$ cat config.mk
export PLATFORM = sky130hd
export DESIGN_NAME = ex_mem_pipe
export DESIGN_NICKNAME = d
export VERILOG_FILES = /design/src/rtl/cpu_pkg.sv /design/src/rtl/mem_wait_ctr.sv /design/src/rtl/ex_mem_pipe.sv
export SDC_FILE = /design/constraint.sdc
export NUM_CORES = 1
export LEC_CHECK = 0
export BUFFER_PORTS_ARGS = -buffer_cell sky130_fd_sc_hd__buf_2
export CORE_MARGIN = 2
export CORE_UTILIZATION = 49
export CTS_CLUSTER_DIAMETER = 120
export DETAILED_ROUTE_END_ITERATION = 7
export PLACE_DENSITY = 0.85
export SLEW_MARGIN = 15
export SYNTH_ARGS = -nofsm -noshare
export SYNTH_HDL_FRONTEND = slang
export SYNTH_SLANG_ARGS = --single-unit
$ cat constraint.sdc
create_clock -name clk -period 3.3 [get_ports clk]
set_input_delay 0 -clock clk [delete_from_list [all_inputs] [get_ports clk]]
set_output_delay 0 -clock clk [all_outputs]
set_load 0.005 [all_outputs]
$ cat src/rtl/cpu_pkg.sv
// Shared definitions for the EX/MEM pipeline register: FSM encoding,
// default memory latency and wait-counter width.
package cpu_pkg;

   typedef enum logic [1:0] {
      IDLE = 2'd0,
      WAIT = 2'd1,
      DONE = 2'd2
   } state_t;

   localparam int MEM_WAIT_DEFAULT = 2;
   localparam int CNT_W            = 3;

endpackage

$ cat src/rtl/mem_wait_ctr.sv
// Loadable down-counter that times the stall cycles of a load/store.
// It saturates at zero; zero is a flag decoded from the count register.
module mem_wait_ctr
   import cpu_pkg::*;
(
   input  logic             clk,
   input  logic             reset,
   input  logic             load,
   input  logic [CNT_W-1:0] load_val,
   input  logic             dec,
   output logic             zero
);

   logic [CNT_W-1:0] cnt_q, cnt_d;

   always_comb begin
      cnt_d = cnt_q;
      if (load) begin
         cnt_d = load_val;
      end else if (dec && (cnt_q != '0)) begin
         cnt_d = cnt_q - 1'b1;
      end
   end

   always_ff @(posedge clk or negedge reset) begin
      if (!reset) begin
         cnt_q <= '0;
      end else begin
         cnt_q <= cnt_d;
      end
   end

   assign zero = (cnt_q == '0);

endmodule

$ cat src/rtl/ex_mem_pipe.sv
// EX/MEM pipeline register with a fixed-latency memory wait FSM. Loads and
// stores hold the stage for MEM_WAIT+1 cycles and freeze the front end.
module ex_mem_pipe
   import cpu_pkg::*;
#(
   parameter int MEM_WAIT = MEM_WAIT_DEFAULT
) (
   input  logic        clk,
   input  logic        reset,
   input  logic [31:0] aluResult_ex,
   input  logic [31:0] writeData_ex,
   input  logic [4:0]  writeReg_ex,
   input  logic        zero_ex,
   input  logic        overflow_ex,
   input  logic        carryOut_ex,
   input  logic        negative_ex,
   input  logic        MemWrite_ex,
   input  logic        MemRead_ex,
   input  logic        Branch_ex,
   input  logic        RegWrite_ex,
   input  logic        MemtoReg_ex,
   input  logic        valid_ex,
   input  logic        flush,
   output logic [31:0] aluResult_mem,
   output logic [31:0] writeDataToSRAM,
   output logic [4:0]  writeReg_mem,
   output logic        zero_mem,
   output logic        overflow_mem,
   output logic        carryOut_mem,
   output logic        negative_mem,
   output logic        MemWrite_mem,
   output logic        MemRead_mem,
   output logic        Branch_mem,
   output logic        RegWrite_mem,
   output logic        MemtoReg_mem,
   output logic        valid_mem,
   output logic        stall_mem,
   output logic        memDone_mem
);

   localparam logic [CNT_W-1:0] WAIT_LOAD = (MEM_WAIT > 0) ? CNT_W'(MEM_WAIT - 1) : '0;

   state_t      state_q, state_d;
   logic        flush_pending_q, flush_pending_d;
   logic [31:0] alu_q, alu_d, wdata_q, wdata_d;
   logic [4:0]  wreg_q, wreg_d;
   logic [3:0]  flags_q, flags_d;
   logic        mem_write_q, mem_write_d, mem_read_q, mem_read_d;
   logic        branch_q, branch_d, reg_write_q, reg_write_d;
   logic        mem_to_reg_q, mem_to_reg_d, valid_q, valid_d;

   logic capture, bubble, mem_op, cnt_load, cnt_zero;

   assign capture  = (state_q == IDLE) || (state_q == DONE);
   assign bubble   = !valid_ex || flush || flush_pending_q;
   assign mem_op   = MemRead_ex || MemWrite_ex;
   assign cnt_load = capture && !bubble && mem_op && (MEM_WAIT > 0);

   mem_wait_ctr u_ctr (
      .clk      (clk),
      .reset    (reset),
      .load     (cnt_load),
      .load_val (WAIT_LOAD),
      .dec      (state_q == WAIT),
      .zero     (cnt_zero)
   );

   always_comb begin
      state_d         = state_q;
      flush_pending_d = flush_pending_q;
      alu_d           = alu_q;
      wdata_d         = wdata_q;
      wreg_d          = wreg_q;
      flags_d         = flags_q;
      mem_write_d     = mem_write_q;
      mem_read_d      = mem_read_q;
      branch_d        = branch_q;
      reg_write_d     = reg_write_q;
      mem_to_reg_d    = mem_to_reg_q;
      valid_d         = valid_q;
      case (state_q)
         IDLE, DONE: begin
            alu_d           = aluResult_ex;
            wdata_d         = writeData_ex;
            wreg_d          = writeReg_ex;
            flags_d         = {zero_ex, overflow_ex, carryOut_ex, negative_ex};
            valid_d         = !bubble;
            mem_write_d     = MemWrite_ex  && !bubble;
            mem_read_d      = MemRead_ex   && !bubble;
            branch_d        = Branch_ex    && !bubble;
            reg_write_d     = RegWrite_ex  && !bubble;
            mem_to_reg_d    = MemtoReg_ex  && !bubble;
            flush_pending_d = 1'b0;
            if (!bubble && mem_op) begin
               state_d = (MEM_WAIT > 0) ? WAIT : DONE;
            end else begin
               state_d = IDLE;
            end
         end
         WAIT: begin
            // The write strobe lives only in the first cycle of the op.
            mem_write_d = 1'b0;
            if (flush) begin
               flush_pending_d = 1'b1;
            end
            if (cnt_zero) begin
               state_d = DONE;
            end
         end
         default: state_d = IDLE;
      endcase
   end

   always_ff @(posedge clk or negedge reset) begin
      if (!reset) begin
         state_q         <= IDLE;
         flush_pending_q <= 1'b0;
         alu_q           <= '0;
         wdata_q         <= '0;
         wreg_q          <= '0;
         flags_q         <= '0;
         mem_write_q     <= 1'b0;
         mem_read_q      <= 1'b0;
         branch_q        <= 1'b0;
         reg_write_q     <= 1'b0;
         mem_to_reg_q    <= 1'b0;
         valid_q         <= 1'b0;
      end else begin
         state_q         <= state_d;
         flush_pending_q <= flush_pending_d;
         alu_q           <= alu_d;
         wdata_q         <= wdata_d;
         wreg_q          <= wreg_d;
         flags_q         <= flags_d;
         mem_write_q     <= mem_write_d;
         mem_read_q      <= mem_read_d;
         branch_q        <= branch_d;
         reg_write_q     <= reg_write_d;
         mem_to_reg_q    <= mem_to_reg_d;
         valid_q         <= valid_d;
      end
   end

   assign aluResult_mem   = alu_q;
   assign writeDataToSRAM = wdata_q;
   assign writeReg_mem    = wreg_q;
   assign zero_mem        = flags_q[3];
   assign overflow_mem    = flags_q[2];
   assign carryOut_mem    = flags_q[1];
   assign negative_mem    = flags_q[0];
   assign MemWrite_mem    = mem_write_q;
   assign MemRead_mem     = mem_read_q;
   assign Branch_mem      = branch_q;
   assign RegWrite_mem    = reg_write_q;
   assign MemtoReg_mem    = mem_to_reg_q;
   assign valid_mem       = valid_q;
   assign stall_mem       = (state_q == WAIT);
   assign memDone_mem     = (state_q == DONE);

endmodule
* Word-level counts from Yosys, hierarchy flattened
Index checks and enable logic that the tools add are counted.
** Word-level totals
- Bits in registers :: 85
- Word-level logic and storage cells :: 48
** Cells by class
- Add/subtract/negate cells :: 1
- Equality and inequality tests :: 4
- Mux-type cells :: 8
- Reductions and logical operators :: 22
** Operators with widths (number)
- logical AND 1 bit :: 9
- 2-to-1 mux 3 bit :: 2
- logical OR 1 bit :: 4
- != test 2 bit, second input constant :: 2
- one-hot mux 1 bit (2 select lines) :: 2
- one-hot mux 2 bit (2 select lines) :: 1
- nonzero test 2 bit :: 2
- zero test 3 bit :: 1
- nonzero test 3 bit :: 1
- subtractor 3 x 1 -> 3 bit, second input constant :: 1
- == test 2 x 1 -> 1 bit, second input constant :: 1
- == test 2 bit, second input constant :: 1
- zero test 1 bit :: 2
- zero test 2 bit :: 1
- 2-to-1 mux 1 bit :: 2
- 2-to-1 mux 2 bit :: 1
- AND reduction 2 bit :: 1
- OR reduction 2 bit :: 1

* Depth between registers and ports, before layout
Gate-level depths: netlist (run 1).
- Word-level depth :: 7
- Depth in mapped cells :: 5

* Hierarchy
From an unflattened synthesis (run 1), not the netlist that was laid out.
** Unflattened totals
- Cell total of the unflattened synthesis :: 201
- Area, all modules :: 3339.5 um^2
** Modules (own cells, without submodules)
- ex_mem_pipe :: instances 1, cells each 182, area each 3131.8 um^2, seq. area each 2052.0 um^2
- mem_wait_ctr :: instances 1, cells each 19, area each 207.7 um^2, seq. area each 75.1 um^2

* Least setup slack after synthesis (run 1)
No wires, ideal clock.
- Path kind :: register to register
- Start point :: register u_ctr.cnt_q[0]
- End point :: register u_ctr.cnt_q[2]
- Setup time :: 0.077 ns
- Arrival :: 1.178 ns
- Path slack :: 2.045 ns
- Cell stages (with the launch flop) :: 5
- Buffers on the path :: 0
- Period minus slack after synthesis :: 1.255 ns
- Cell sequence :: dfrtp_1 > inv_1 > ha_1 > or4_1 > a21oi_1
** On the way
- Longest elaborated chain between the ends :: 3
- Elaborated cells between the ends (all ways) :: 6
** Ends and longest elaborated chain
- start, declared :: line mem_wait_ctr.sv:14 : logic [CNT_W-1:0] cnt_q, cnt_d;
- start signal, assigned :: line mem_wait_ctr.sv:29 : cnt_q <= cnt_d;
- subtractor 3 x 1 -> 3 bit / nonzero test 3 bit (equally long branches) :: line mem_wait_ctr.sv:21, mem_wait_ctr.sv:20
- 2-to-1 mux 3 bit / logical AND 1 bit (equally long branches) :: line mem_wait_ctr.sv:20 : end else if (dec && (cnt_q != '0)) begin
- 2-to-1 mux 3 bit / nonzero test 2 bit (equally long branches)
Several ways; a longest one is shown, not always the timed one. The select of a mux whose other input is x is not followed.
A chain may end at the register's enable or synchronous reset.

* Worst setup path after layout (run 1)
- Start point :: register state_q[0]
- End point :: register u_ctr.cnt_q[2]
** On the way
- Longest elaborated chain between the ends :: 5
- Elaborated cells between the ends (all ways) :: 9
** Ends and longest elaborated chain
- start, declared :: line ex_mem_pipe.sv:43 : state_t state_q, state_d;
- start signal, assigned :: line ex_mem_pipe.sv:129 : state_q <= state_d;
- == test 2 bit / zero test 2 bit (equally long branches) :: line ex_mem_pipe.sv:54 : assign capture = (state_q == IDLE) || (state_q == DONE);
- logical OR 1 bit :: line ex_mem_pipe.sv:54
- logical AND 1 bit (2 in a row) :: line ex_mem_pipe.sv:57 : assign cnt_load = capture && !bubble && mem_op && (MEM_WAIT > 0);
- 2-to-1 mux 3 bit / nonzero test 2 bit (equally long branches)
Several ways; a longest one is shown, not always the timed one.

==> results list, run 1 <==
- Crit path max-delay family: flip-flops
- The largest single stage delay on the critical path is 1.11 ns.
- Cells along the critical path: nand2b_1 -> or4_1 -> a21oi_1
* Critical path class: reg2reg
- Flop-to-flop setup slack: 1.18 ns
- At the worst endpoint, the required time is roughly 3.6 ns.
- The detailed router put a total of between 3000 and 4000 um of wire on met1.
* Floorplan row count: 29
* Initial Utilization: 50.8%
* Total leakage power: 0.00245 uW
- Counting cells, the worst reg-to-reg path comes to 3.
* Number of nets in the finished design: between 500 and 600
- In this run the post-CTS setup repair buffer count came out at 0.
- For this run, the total global-route usage over all layers was measured as between 20% and 30%.
- In this run the clock root is driven by a sky130_fd_sc_hd__clkbuf_8.
- Number of hold violations in the final report: 0
- Clock insertion delay at the later pin of the skew report: 0.33 ns
- The number of global-route vias before repair is 2819.
- CP max FO: 83
- From bottom edge to top edge, the die measures 85.1 um.
- The post-route netlist has 56.1% of its cells at a drive strength greater than 1.
* Count of input and output buffers: 162
- Synth-to-layout area growth: 56.4%
- In this run the number of H-tree levels came out at 3.
- After synthesis the netlist holds a flip-flop and latch count of 85.
- Top layer used by detailed routing: met4
* Antenna diode count: 0
- Total of max-cap violations: 0
* Placed standard-cell area: roughly 0.0041 sq mm
* Leading cell type in the layout, fill and taps excluded: sky130_fd_sc_hd__buf_2
- Cell at the slowest stage of the critical path: sky130_fd_sc_hd__dfrtp_4
- Core Region: 0.00635 sq mm
- The worst hold path belongs to the class in2reg.
* Via count: 2554
- When the netlist entered floorplanning its net count stood at 283.
* Count of fill cells added during filler insertion: between 300 and 400
- Number of max-slew violations in the final report: 0
- The detailed router finished its first iteration with 56 violations.
* Fin worst setup slack: 1.18 ns
- The multi-input combinational cells in the finished layout cover a total of 0.00103 sq mm.
- Final routed DRC violation total: 0
- Post-synthesis area per instance: 16.2 sq um
* Setup clock skew after layout: 0.00736 ns
* Sink count of the clock tree: 85
- The synthesized netlist contains 20 unique library cells.
- After routing, the total negative slack on setup checks comes to 0 ns.
- The floorplan step defined a die boundary enclosing 0.00725 sq mm.
- The worst register-to-register path begins at state_q[0].
* Final global-route overflow total: 0
- ANT nets after route: 0
- Pin count of the biggest net entering global routing: 86
- Final instance area: between 0.005 and 0.006 sq mm
- Summing all flip-flop and latch instances after layout gives between 0.002 and 0.0025 sq mm.
* Highest-count cells in the layout ignoring fill and taps: 161 x sky130_fd_sc_hd__buf_2, 84 x sky130_fd_sc_hd__dfrtp_1, 79 x sky130_fd_sc_hd__dlygate4sd3_1, 73 x sky130_fd_sc_hd__mux2_2, 9 x sky130_fd_sc_hd__clkbuf_8
- RSZ-0062 raised after global routing: no
* Vias per cell: 4.90
- After detailed routing, the average wire length per cell comes to 16.0 um.
- Hold Startpoint: flush
* I/O pins: 163
- Clock slew seen by the registers of the worst setup and hold paths: ~0.08 ns
- Worst hold stages: 3
- Outcome: finished clean
- Netlist Area Pre-Place: 0.00323 sq mm
- Dpl ws: 1.19 ns
- The path with the worst hold slack has its endpoint at valid_mem.
- Total CTS buffers: 9
- Setup crit end kind: flop
- At the pin with the least slew margin, the transition time is 1.03 ns.
- Detailed routing placed a total of 4510 um of wire on met2.
- Sequential cells were found to cover roughly two thirds of the synthesized design area.
* Worst Path Arrival: approximately 2.4 ns
* Final estimated routing congestion in global placement: 0.764
* Total met3 wirelength after detailed routing: 578 um
- Worst-case clock buffer depth: 2
* Clock tree from TritonCTS: done
- Once detailed placement completed, the half-perimeter wirelength came to 4800 um.
* 1st-pass router iterations: 5
- The worst-case IR drop observed on VDD is 486 uV.
- Power spread over the standard cell area amounts to 679 mW/mm^2.
* Wire length of the first global-routing pass: about 13000 um
- Of the available clock period, the critical path in the final layout requires between 60% and 70%.
- Worst slew slack as a fraction of its limit: 31.4%
- Launching element type of the critical path: flop
- Syn. warnings: 0
- The endpoint identified for the worst register-to-register timing path is u_ctr.cnt_q[2].
- For this run, the top clock speed supported by timing is around 470 MHz.
- Die W: 85.1 um
* Min Tclk post-route: 2.12 ns
- Setup violations remaining at the end of the flow were counted as 0.
- Utilization after layout: 79.5%
- Critical path buffer and inverter count: 0
* Detailed-route wire length: 8340 um
* Synthesized netlist cell count: 199
- The initial antenna violation count came to 0.
[cell type report]
| class | instances | area share (%) |
|---|---|---|
| Clock buffer | 10 | 2.53 |
| Clock inverter | 3 | 0.793 |
| Inverter | 4 | 0.298 |
| Multi-Input combinational cell | 101 | 20.5 |
| Sequential cell | 85 | 42.2 |
| Tap cell | 77 | 1.91 |
| Timing Repair Buffer | 241 | 31.8 |
[flip-flops by register name, summed over array words and instances (netlist names), 2 cells and up]
| register | count |
|---|---|
| u_ctr.cnt_q | 3 |
| aluResult_mem | 32 |
| writeReg_mem | 5 |
| writeDataToSRAM | 32 |
| flags_q | 4 |
| state_q | 2 |
[report_power, final]
group          leakage, uW  switching (uW)  internal, uW
combinational      0.00135             372           692
clock            0.0000878             322           335
sequential         0.00101             321          1380
[per-layer routing]
| layer | global-route usage [%] | vias to the layer above |
|---|---|---|
| met4 | 10.2 | 0 |
| met3 | 5.54 | 23 |
| met1 | 24.9 | 1226 |
| met2 | 44.1 | 123 |
| li1 | - | 1182 |
| met5 | 0 | - |
[worst min-delay path: cells and delay by family]
kind	cells	cell delay (ns)
compound gates	1	0.15
buf+inv	1	0.12
simple gates	1	0.08
[worst max-delay path by stage]
| stage | startpoint | end | slack, ns | cells after the start |
|---|---|---|---|---|
| floorplan | u_ctr.cnt_q[0] | u_ctr.cnt_q[2] | 2.04 | 4 |
| global placement | state_q[0] | u_ctr.cnt_q[2] | 1.27 | 3 |
| detailed placement | state_q[0] | u_ctr.cnt_q[2] | 1.19 | 3 |
| CTS | state_q[0] | u_ctr.cnt_q[2] | 1.20 | 3 |
| global route | state_q[0] | u_ctr.cnt_q[2] | 1.01 | 3 |
| finish | state_q[0] | u_ctr.cnt_q[2] | 1.18 | 3 |
[logic make-up after synthesis]
family	count (synthesis)	share of synthesized area, %
mux	73	25.5
flops	85	65.9
fa+ha+maj	2	0.776
compound gates	15	3.18
simple gates	11	2.56
buf+inv	13	2.06
[through the flow]
step                cells  power (uW)  hold WS, ns
floorplan             199        2220       -0.296
global placement      429        2640        0.218
detailed placement    429        2710        0.232
CTS                   521        3440       0.0436
global route          521        3640       0.0674
finish                521        3430       0.0570
[what timing repair did]
item / CTS / global route
gates resized for setup: 0 / 0
hold buffers: 79 / 0
hold endpoints to repair: 167 / 0
[Yosys cell counts]
cell | count | area [sq um]
sky130_fd_sc_hd__or4_1 | 1 | 7.51
sky130_fd_sc_hd__nor2b_1 | 3 | 18.8
sky130_fd_sc_hd__ha_1 | 2 | 25.0
sky130_fd_sc_hd__nor4b_4 | 1 | 23.8
sky130_fd_sc_hd__o21ai_1 | 1 | 5.00
sky130_fd_sc_hd__o21ai_0 | 4 | 20.0
sky130_fd_sc_hd__a21o_1 | 1 | 7.51
sky130_fd_sc_hd__nand2b_1 | 2 | 12.5
sky130_fd_sc_hd__or3_1 | 1 | 6.26
sky130_fd_sc_hd__a21oi_1 | 2 | 10.0
sky130_fd_sc_hd__buf_6 | 1 | 11.3
sky130_fd_sc_hd__nand3_1 | 2 | 10.0
sky130_fd_sc_hd__dfrtp_1 | 85 | 2130
sky130_fd_sc_hd__a32o_1 | 1 | 10.0
sky130_fd_sc_hd__nor2_1 | 1 | 3.75
sky130_fd_sc_hd__a22o_1 | 4 | 35.0
sky130_fd_sc_hd__inv_1 | 4 | 15.0
sky130_fd_sc_hd__o21a_1 | 2 | 15.0
sky130_fd_sc_hd__mux2_2 | 73 | 822
sky130_fd_sc_hd__buf_2 | 8 | 40.0
No activity file was read; power rests on OpenSTA's default activity.
==> run 2: changes to the inputs <==
--- a/config.mk
+++ b/config.mk
@@ -5,12 +5,13 @@
 export SDC_FILE = /design/constraint.sdc
 export NUM_CORES = 1
 export LEC_CHECK = 0
+export ABC_AREA = 1
 export BUFFER_PORTS_ARGS = -buffer_cell sky130_fd_sc_hd__buf_2
 export CORE_MARGIN = 2
-export CORE_UTILIZATION = 49
+export CORE_UTILIZATION = 41
 export CTS_CLUSTER_DIAMETER = 120
 export DETAILED_ROUTE_END_ITERATION = 7
-export PLACE_DENSITY = 0.85
+export PLACE_DENSITY = 0.76
 export SLEW_MARGIN = 15
 export SYNTH_ARGS = -nofsm -noshare
 export SYNTH_HDL_FRONTEND = slang
==> constraint.sdc (replaced) <==
create_clock -name clk -period 1.9 [get_ports clk]
set_input_delay 0 -clock clk [delete_from_list [all_inputs] [get_ports clk]]
set_output_delay 0 -clock clk [all_outputs]
set_load 0.005 [all_outputs]
==> results list, run 2 <==
- The combined area of the multi-input logic cells was 0.00103 sq mm (unchanged).
- Predominant post-synthesis flop cell: sky130_fd_sc_hd__dfrtp_1
- Sink count of the clock tree: 85 (unchanged)
* Synthesized netlist cell count: 377 (+89%)
- Setup crit end kind: output pin
* Max Clock Freq: 685 MHz
- Yosys reg bits: 85 (unchanged)
* Die W: 93.6 um (+10%)
- Total of max-cap violations: 0 (unchanged)
- TritonCTS built the clock tree.
- Total leakage power: 0.00294 uW (+20%)
- The max-slew violation count was 0 (unchanged).
- Yosys instantiated no cell more often than sky130_fd_sc_hd__nand2_1.
- The register area came to 0.00213 sq mm (-0.12%).
- The setup violation total in the final timing report came to 0 (unchanged).
- The synthesized area divided by synthesized cell count is 8.74 sq um (-46%).
- Total Power Consumption: 6480 uW (+89%)
* Final routed DRC violation total: 0 (unchanged)
- Comb power frac: 35.8% (+4.8 points)
- 1st-pass router iterations: 6 (+1)
- The cell area after technology mapping is 0.00329 sq mm (+2.1%).
* Area share of the leading cell type in the synthesized netlist: 64.6% (-1.4 points)
* Sequential cell area fraction in the yosys report: 64.6% (-1.4 points)
* Post-route setup TNS: 0 ns (unchanged)
* Fraction of registers with async set or reset after synthesis: 100% (unchanged)
* 1st-iter DRT viols: 141 (+150%)
* RSZ-0062 raised after global routing: no
- The detailed placer's ending HPWL was 5710 um (+19%).
* Total CTS buffers: 9 (unchanged)
* Share of the clock period used by the worst path after layout: roughly three quarters
- The count of endpoints failing hold in the final timing report came to 0 (unchanged).
* Final estimated routing congestion in global placement: 0.799 (+4.5%)
- Highest-count cells in the layout ignoring fill and taps: 241 x sky130_fd_sc_hd__nand2_1, 161 x sky130_fd_sc_hd__buf_2, 84 x sky130_fd_sc_hd__dfrtp_1, 80 x sky130_fd_sc_hd__dlygate4sd3_1, 10 x sky130_fd_sc_hd__inv_1
- The setup fix buffers added after clock tree synthesis is 0 (unchanged).
- The largest total area in the synthesized netlist belongs to sky130_fd_sc_hd__dfrtp_1.
* I/O pins: 163 (unchanged)
- The die area was 0.00876 sq mm (+21%).
- The post-synthesis cell type count is 13 (-35%).
- Y dimension of the die: 93.6 um (+10%)
* GR Util All Layers: 22.1% (-1.5 points)
- Root buffer cell: sky130_fd_sc_hd__clkbuf_8
- The proportion of synthesized area in mux cells came to 0% (-25 points).
- The worst-case clock buffer depth was 2 (unchanged).
* Setup clock skew after layout: 0.00823 ns (+0.000864 ns)
- Internal power summed over all cells: 4110 uW (+70%)
* Post-Synth XOR/XNOR Area: 0% (unchanged)
* Share of the synthesized area in compound gates (AO/OA/AOI/OAI): 0.456% (-2.7 points)
* Drt wl/cell: 13.0 um (-19%)
- The initial core utilization was 42.4% (-8.4 points).
- ANT nets after route: 0 (unchanged)
- The number of global-route vias before repair is 3254 (+15%).
- Synth-to-layout area growth: 57.4%
- The synthesized-area fraction occupied by adder cells is 0.760% (-0.016 points).
- Clock slew seen by the registers of the worst setup and hold paths: 0.08 ns (about the same)
- Pin count of the biggest net entering global routing: 50 (-42%)
- The number of H-tree levels came to 3 (unchanged).
* Worst ir drop on vdd: 1030 uV (+110%)
* Launching element type of the critical path: flop
* Critical path required time: 1.90 ns (-1.65 ns)
* Portion of total power attributed to sequential cells: 45.0% (-4.8 points)
- Most instantiated cells after synthesis: 241 x sky130_fd_sc_hd__nand2_1, 85 x sky130_fd_sc_hd__dfrtp_1, 14 x sky130_fd_sc_hd__buf_2, 10 x sky130_fd_sc_hd__inv_1, 9 x sky130_fd_sc_hd__nor2_1
- The via density per instance is 4.49 (-8.4%).
* Number of synthesized flops with an enable pin: 0 (unchanged)
* Final global-route overflow total: 0 (unchanged)
* Detailed-route wire length: 9400 um (+13%)
* Hold crit path type: in2reg
- For the finished layout, the period the worst path requires is 1.46 ns.
- Power dissipated by switching net loads: 2370 uW (+130%)
* Core Region: 0.00777 sq mm (+22%)
* Leading cell type in the layout, fill and taps excluded: sky130_fd_sc_hd__nand2_1
* Critical path class: reg2out
- The number of inserted diodes is 0 (unchanged).
* Initial antenna violation count: 0 (unchanged)
- The clock latency on the worst-skew pair came to 0.35 ns (+0.02 ns).
* Fraction of final layout cells with drive strength greater than 1: 29.7% (-26 points)
- The number of placement rows was 32 (+10%).
* Count of input and output buffers: 162 (unchanged)
- Area share of and/or/nand/nor cells after synthesis: 30.1% (+28 points)
- Combinational family with the most area after synthesis: simple AND/OR/NAND/NOR gates
- Largest cells by area after synthesis: sky130_fd_sc_hd__dfrtp_1 65%, sky130_fd_sc_hd__nand2_1 27%, sky130_fd_sc_hd__buf_2 2.1%, sky130_fd_sc_hd__inv_1 1.1%, sky130_fd_sc_hd__nor2_1 1.0%
- The worst-path maximum fanout came to 25 (-70%).
- Net switching share of the total power: 36.6% (+7.0 points)
- Worst slew slack as a fraction of its limit: 57.4% (+26 points)
* Via count: 3252 (+27%)
- Wire length of the first global-routing pass: 15100 um (+15%)
- The run finished with clean final reports.
* Actual slew at the worst max-slew pin: 0.639 ns (-0.389 ns)
* Power per cell area: 1250 mW/mm^2 (+84%)
* Syn. warnings: 0 (unchanged)
- Total nets after synthesis: 461 (+63%)
- Portion of total power attributed to the clock network: 19.2% (about the same)
- Count of fill cells added during filler insertion: 603 (+59%)
- The signal arrival time at the worst endpoint was 1.46 ns (-0.92 ns).
- Number of nets in the finished design: 702 (+33%)
run 2: cell types whose count changed after synthesis, moves of 3 or more:
cell / previous run / this run
sky130_fd_sc_hd__buf_2: 8 / 14
sky130_fd_sc_hd__nor2_1: 1 / 9
sky130_fd_sc_hd__a22o_1: 4 / 0
sky130_fd_sc_hd__mux2_2: 73 / 0
sky130_fd_sc_hd__inv_1: 4 / 10
sky130_fd_sc_hd__buf_4: 0 / 3
sky130_fd_sc_hd__nand2_1: 0 / 241
sky130_fd_sc_hd__nand3_1: 2 / 6
sky130_fd_sc_hd__nor2b_1: 3 / 0
run 2: power groups by stage:
stage                     combinational, uW  clock [uW]  sequential (uW)
after floorplan                        1130           0             2940
after global placement                 2110           0             2930
after detailed placement               2180           0             2940
after CTS                              2310        1280             2920
after global routing                   2640        1370             3010
final                                  2320        1240             2910
run 2: metrics by stage:
stage / setup WS, ns / utilization, % / cells / hold slack (ns) / area (sq um)
floorplan: 0.849 / - / 377 / -0.296 / 3290
global placement: 0.555 / 54.0 / 629 / 0.0477 / 4190
detailed placement: 0.528 / 54.0 / 629 / 0.0658 / 4190
CTS: 0.414 / 66.7 / 724 / 0.0360 / 5180
global route: 0.357 / 66.7 / 724 / 0.0458 / 5180
finish: 0.439 / 66.7 / 724 / 0.0542 / 5180
run 2: what timing repair did:
item | in CTS | in global routing
setup endpoints to repair | 0 | 0
hold buffers | 80 | 0
hold endpoints to repair | 126 | 0
resized for setup | 0 | 0
run 2: final timing paths:
check | slack (ns) | depth (start not counted) | to | from
hold / removal | 0.05 | 5 | valid_mem | valid_ex
setup / recovery | 0.44 | 4 | stall_mem | state_q[0]
setup reg to reg | 0.51 | 6 | u_ctr.cnt_q[1] | state_q[0]
min in group asynchronous | 0.22 | 2 | aluResult_mem[30] | reset
max in group asynchronous | 1.04 | 3 | writeDataToSRAM[29] | reset
hold reg to reg | 0.48 | 2 | writeDataToSRAM[29] | writeDataToSRAM[29]
run 2: area by class of cell:
| class | count | share of cell area (%) |
|---|---|---|
| multi-input combinational | 264 | 19.9 |
| clock buffer | 10 | 2.46 |
| timing repair buffer | 247 | 32.1 |
| tap | 102 | 2.46 |
| inverter | 11 | 0.797 |
| clock inverter | 5 | 1.18 |
| sequential | 85 | 41.1 |
run 2: cell families after synthesis:
| kind of cell | count (synthesis) |
|---|---|
| compound gates | 3 |
| buf+inv | 28 |
| flops | 85 |
| fa+ha+maj | 2 |
| simple gates | 259 |
run 2: critical path, stage by stage (launching register included):
cell and delay [ns]:
sky130_fd_sc_hd__dfrtp_2 0.57, sky130_fd_sc_hd__inv_2 0.06, sky130_fd_sc_hd__buf_4 0.23, sky130_fd_sc_hd__nor2_4 0.12, sky130_fd_sc_hd__buf_2 0.13
run 2: metal layers:
metal / share of wire (%) / GRT usage (%) / wire length (um) / up-vias
met4: 3.5 / 10.3 / 328 / 0
li1: - / - / - / 1606
met3: 5.7 / 6.37 / 539 / 30
met5: 0 / 0 / 0 / -
met1: 42 / 27.8 / 3990 / 1488
met2: 48 / 35.3 / 4540 / 128
==> run 3: changes to the inputs <==
--- a/config.mk
+++ b/config.mk
@@ -8,10 +8,10 @@
 export ABC_AREA = 1
 export BUFFER_PORTS_ARGS = -buffer_cell sky130_fd_sc_hd__buf_2
 export CORE_MARGIN = 2
-export CORE_UTILIZATION = 41
+export CORE_UTILIZATION = 45
 export CTS_CLUSTER_DIAMETER = 120
 export DETAILED_ROUTE_END_ITERATION = 7
-export PLACE_DENSITY = 0.76
+export PLACE_DENSITY = 0.79
 export SLEW_MARGIN = 15
 export SYNTH_ARGS = -nofsm -noshare
 export SYNTH_HDL_FRONTEND = slang
==> constraint.sdc (replaced) <==
create_clock -name clk -period 1.4 [get_ports clk]
set_input_delay 0 -clock clk [delete_from_list [all_inputs] [get_ports clk]]
set_output_delay 0 -clock clk [all_outputs]
set_load 0.005 [all_outputs]
==> results list, run 3 (synthesis gave the netlist of run 2 again) <==
- Total leakage power: 0.00299 uW (+1.9%)
- The die boundary width is 89.5 um (-4.4%).
- The worst register-to-register path begins at u_ctr.cnt_q[0].
- The power density normalized to cell area was 1750 mW/mm^2 (+40%).
- Antenna diode count: 0 (unchanged)
- The count of endpoints failing hold in the final timing report was 0 (unchanged).
- Post-route setup TNS: 0 ns (unchanged)
- The worst-case clock buffer depth is 2 (unchanged).
* Worst Reg2Reg Path Length in Cells: 6 (unchanged)
- The signal arrival time at the worst endpoint was 1.30 ns (-0.16 ns).
- Clock insertion delay at the later pin of the skew report: 0.35 ns (about the same)
- Setup crit end kind: output pin
- The post-place setup slack came to 0.215 ns (-0.313 ns).
* Via count: 3372 (+3.7%)
* Cell total after placement: 627 (-0.32%)
* Worst slew slack as a fraction of its limit: 84.2% (+27 points)
- The placed cell area was 0.00426 sq mm (+1.6%).
* Worst ir drop on vdd: 1150 uV (+12%)
- Max Clock Freq: 768 MHz
- The worst-path maximum fanout is 34 (+36%).
* Final estimated routing congestion in global placement: 0.822 (+2.9%)
- The core region area was 0.00718 sq mm (-7.6%).
* Final routed DRC violation total: 0 (unchanged)
- After layout, the worst path uses just over 90% of the clock period.
- 1st-iter DRT viols: 114 (-19%)
- The area growth from synthesis to layout is 60.4%.
- Wire length of the first global-routing pass: 15000 um (-0.46%)
* Post-DP HPWL: 5520 um (-3.4%)
* Vias per cell: 4.67 (+4.0%)
- 1st-pass router iterations: 4 (-2)
- The clock input transition at the sequential cells of the worst setup and hold paths was 0.08 ns (about the same).
- The post-detailed-route wirelength per cell is 14.0 um (+7.8%).
* Count of input and output buffers: 162 (unchanged)
* Setup clock skew after layout: 0.00910 ns (+0.000875 ns)
- The post-route non-filler standard cell count was 722 (-0.28%).
* Number of max-slew violations in the final report: 0 (unchanged)
* Final instance area: 0.00528 sq mm (+2.0%)
- Min Tclk post-route: 1.30 ns
- The run finished with clean final reports.
- The slack of the worst reg-to-reg path was 0.20 ns (-0.31 ns).
* Leading cell type in the layout, fill and taps excluded: sky130_fd_sc_hd__nand2_1
* Die Outline Area: 0.00802 sq mm (-8.5%)
- Number of global-route vias before repair: 3290 (+1.1%)
* Total CTS buffers: 9 (unchanged)
- TritonCTS built the clock tree.
- The most critical setup path has its startpoint at state_q[0].
* Critical path required time: 1.40 ns (-0.50 ns)
- Launching element type of the critical path: flop
- The number of H-tree levels was 3 (unchanged).
- The worst register-to-register path ends at u_ctr.cnt_q[1].
- The final worst setup slack was 0.0983 ns (-0.341 ns).
- Actual slew at the worst max-slew pin: 0.238 ns (-0.402 ns)
- Critical path class: reg2out
- The initial core utilization is 45.9% (+3.5 points).
* Total of max-cap violations: 0 (unchanged)
- Pin count of the biggest net entering global routing: 43 (-14%)
* Sink count of the clock tree: 85 (unchanged)
* Hold crit path type: in2async
- Detailed-route wire length: 10100 um (+7.5%)
* Root buffer cell: sky130_fd_sc_hd__clkbuf_8
* GR Util All Layers: 24.7% (+2.6 points)
* Y dimension of the die: 89.5 um (-4.4%)
- Leaving out fill and tap cells, the most frequent cells in the layout are 241 x sky130_fd_sc_hd__nand2_1, 161 x sky130_fd_sc_hd__buf_2, 84 x sky130_fd_sc_hd__dfrtp_1, 80 x sky130_fd_sc_hd__dlygate4sd3_1, 11 x sky130_fd_sc_hd__clkbuf_8.
- Initial antenna violation count: 0 (unchanged)
- The number of antenna-violating nets in the routed design came to 0 (unchanged).
- RSZ-0062 raised after global routing: no
- The residual overflow from global routing was 0 (unchanged).
* Number of nets in the finished design: 703 (+0.14%)
- The utilization after layout is 73.6% (+6.9 points).
- The number of primary I/O pins was 163 (unchanged).
- The number of placement rows came to 31 (-3.1%).
* Fraction of final layout cells with drive strength greater than 1: 29.9% (+0.11 points)
* Number of endpoints failing setup at the final stage: 0 (unchanged)
-- run 3: worst max-delay path, cell delays in order (launching register included) --
cell	delay [ns]
sky130_fd_sc_hd__dfrtp_2	0.50
sky130_fd_sc_hd__buf_12	0.20
sky130_fd_sc_hd__nor2_1	0.13
sky130_fd_sc_hd__buf_2	0.12
-- run 3: per-stage QoR --
stage	hold slack, ns	power (uW)
final	0.0333	9270
after floorplan	-0.296	5530
after CTS	0.0184	9230
after global routing	0.0397	9940
after detailed placement	-0.143	7110
after global placement	-0.148	7000
-- run 3: repair_timing --
item                      CTS  global route
resized for setup           0             0
hold buffers               80             0
hold endpoints to repair  164             0
buffers inserted            0             0
-- run 3: cell type report --
cell class | count | area (sq um)
Clock buffer | 12 | 155
Clock inverter | 3 | 68.8
Fill cell | 484 | 1890
Inverter | 11 | 41.3
Multi-Input combinational cell | 264 | 1030
Sequential cell | 85 | 2130
Tap cell | 99 | 124
Timing Repair Buffer | 248 | 1730
-- run 3: per-layer routing --
metal	GRT usage [%]	share of wire (%)	vias to the layer above
met3	5.08	6.3	29
met5	0	0	-
met2	43.1	52	151
met4	12.5	3.0	0
met1	28.7	39	1584
li1	-	-	1608
-- run 3: how the worst max path moves through the flow --
stage                           to  slack, ns  depth (start not counted)
floorplan           u_ctr.cnt_q[1]       0.35                          6
global placement    u_ctr.cnt_q[2]       0.26                          5
detailed placement  u_ctr.cnt_q[1]       0.21                          6
CTS                    memDone_mem       0.07                          3
global route           memDone_mem       0.04                          3
finish                 memDone_mem        0.1                          3
-- run 3: power breakdown --
group          total, uW  internal, uW  switching [uW]
Sequential          3960          3390             566
Clock               1920          1100             825
Combinational       3390          1490            1900
Total               9270          5980            3290
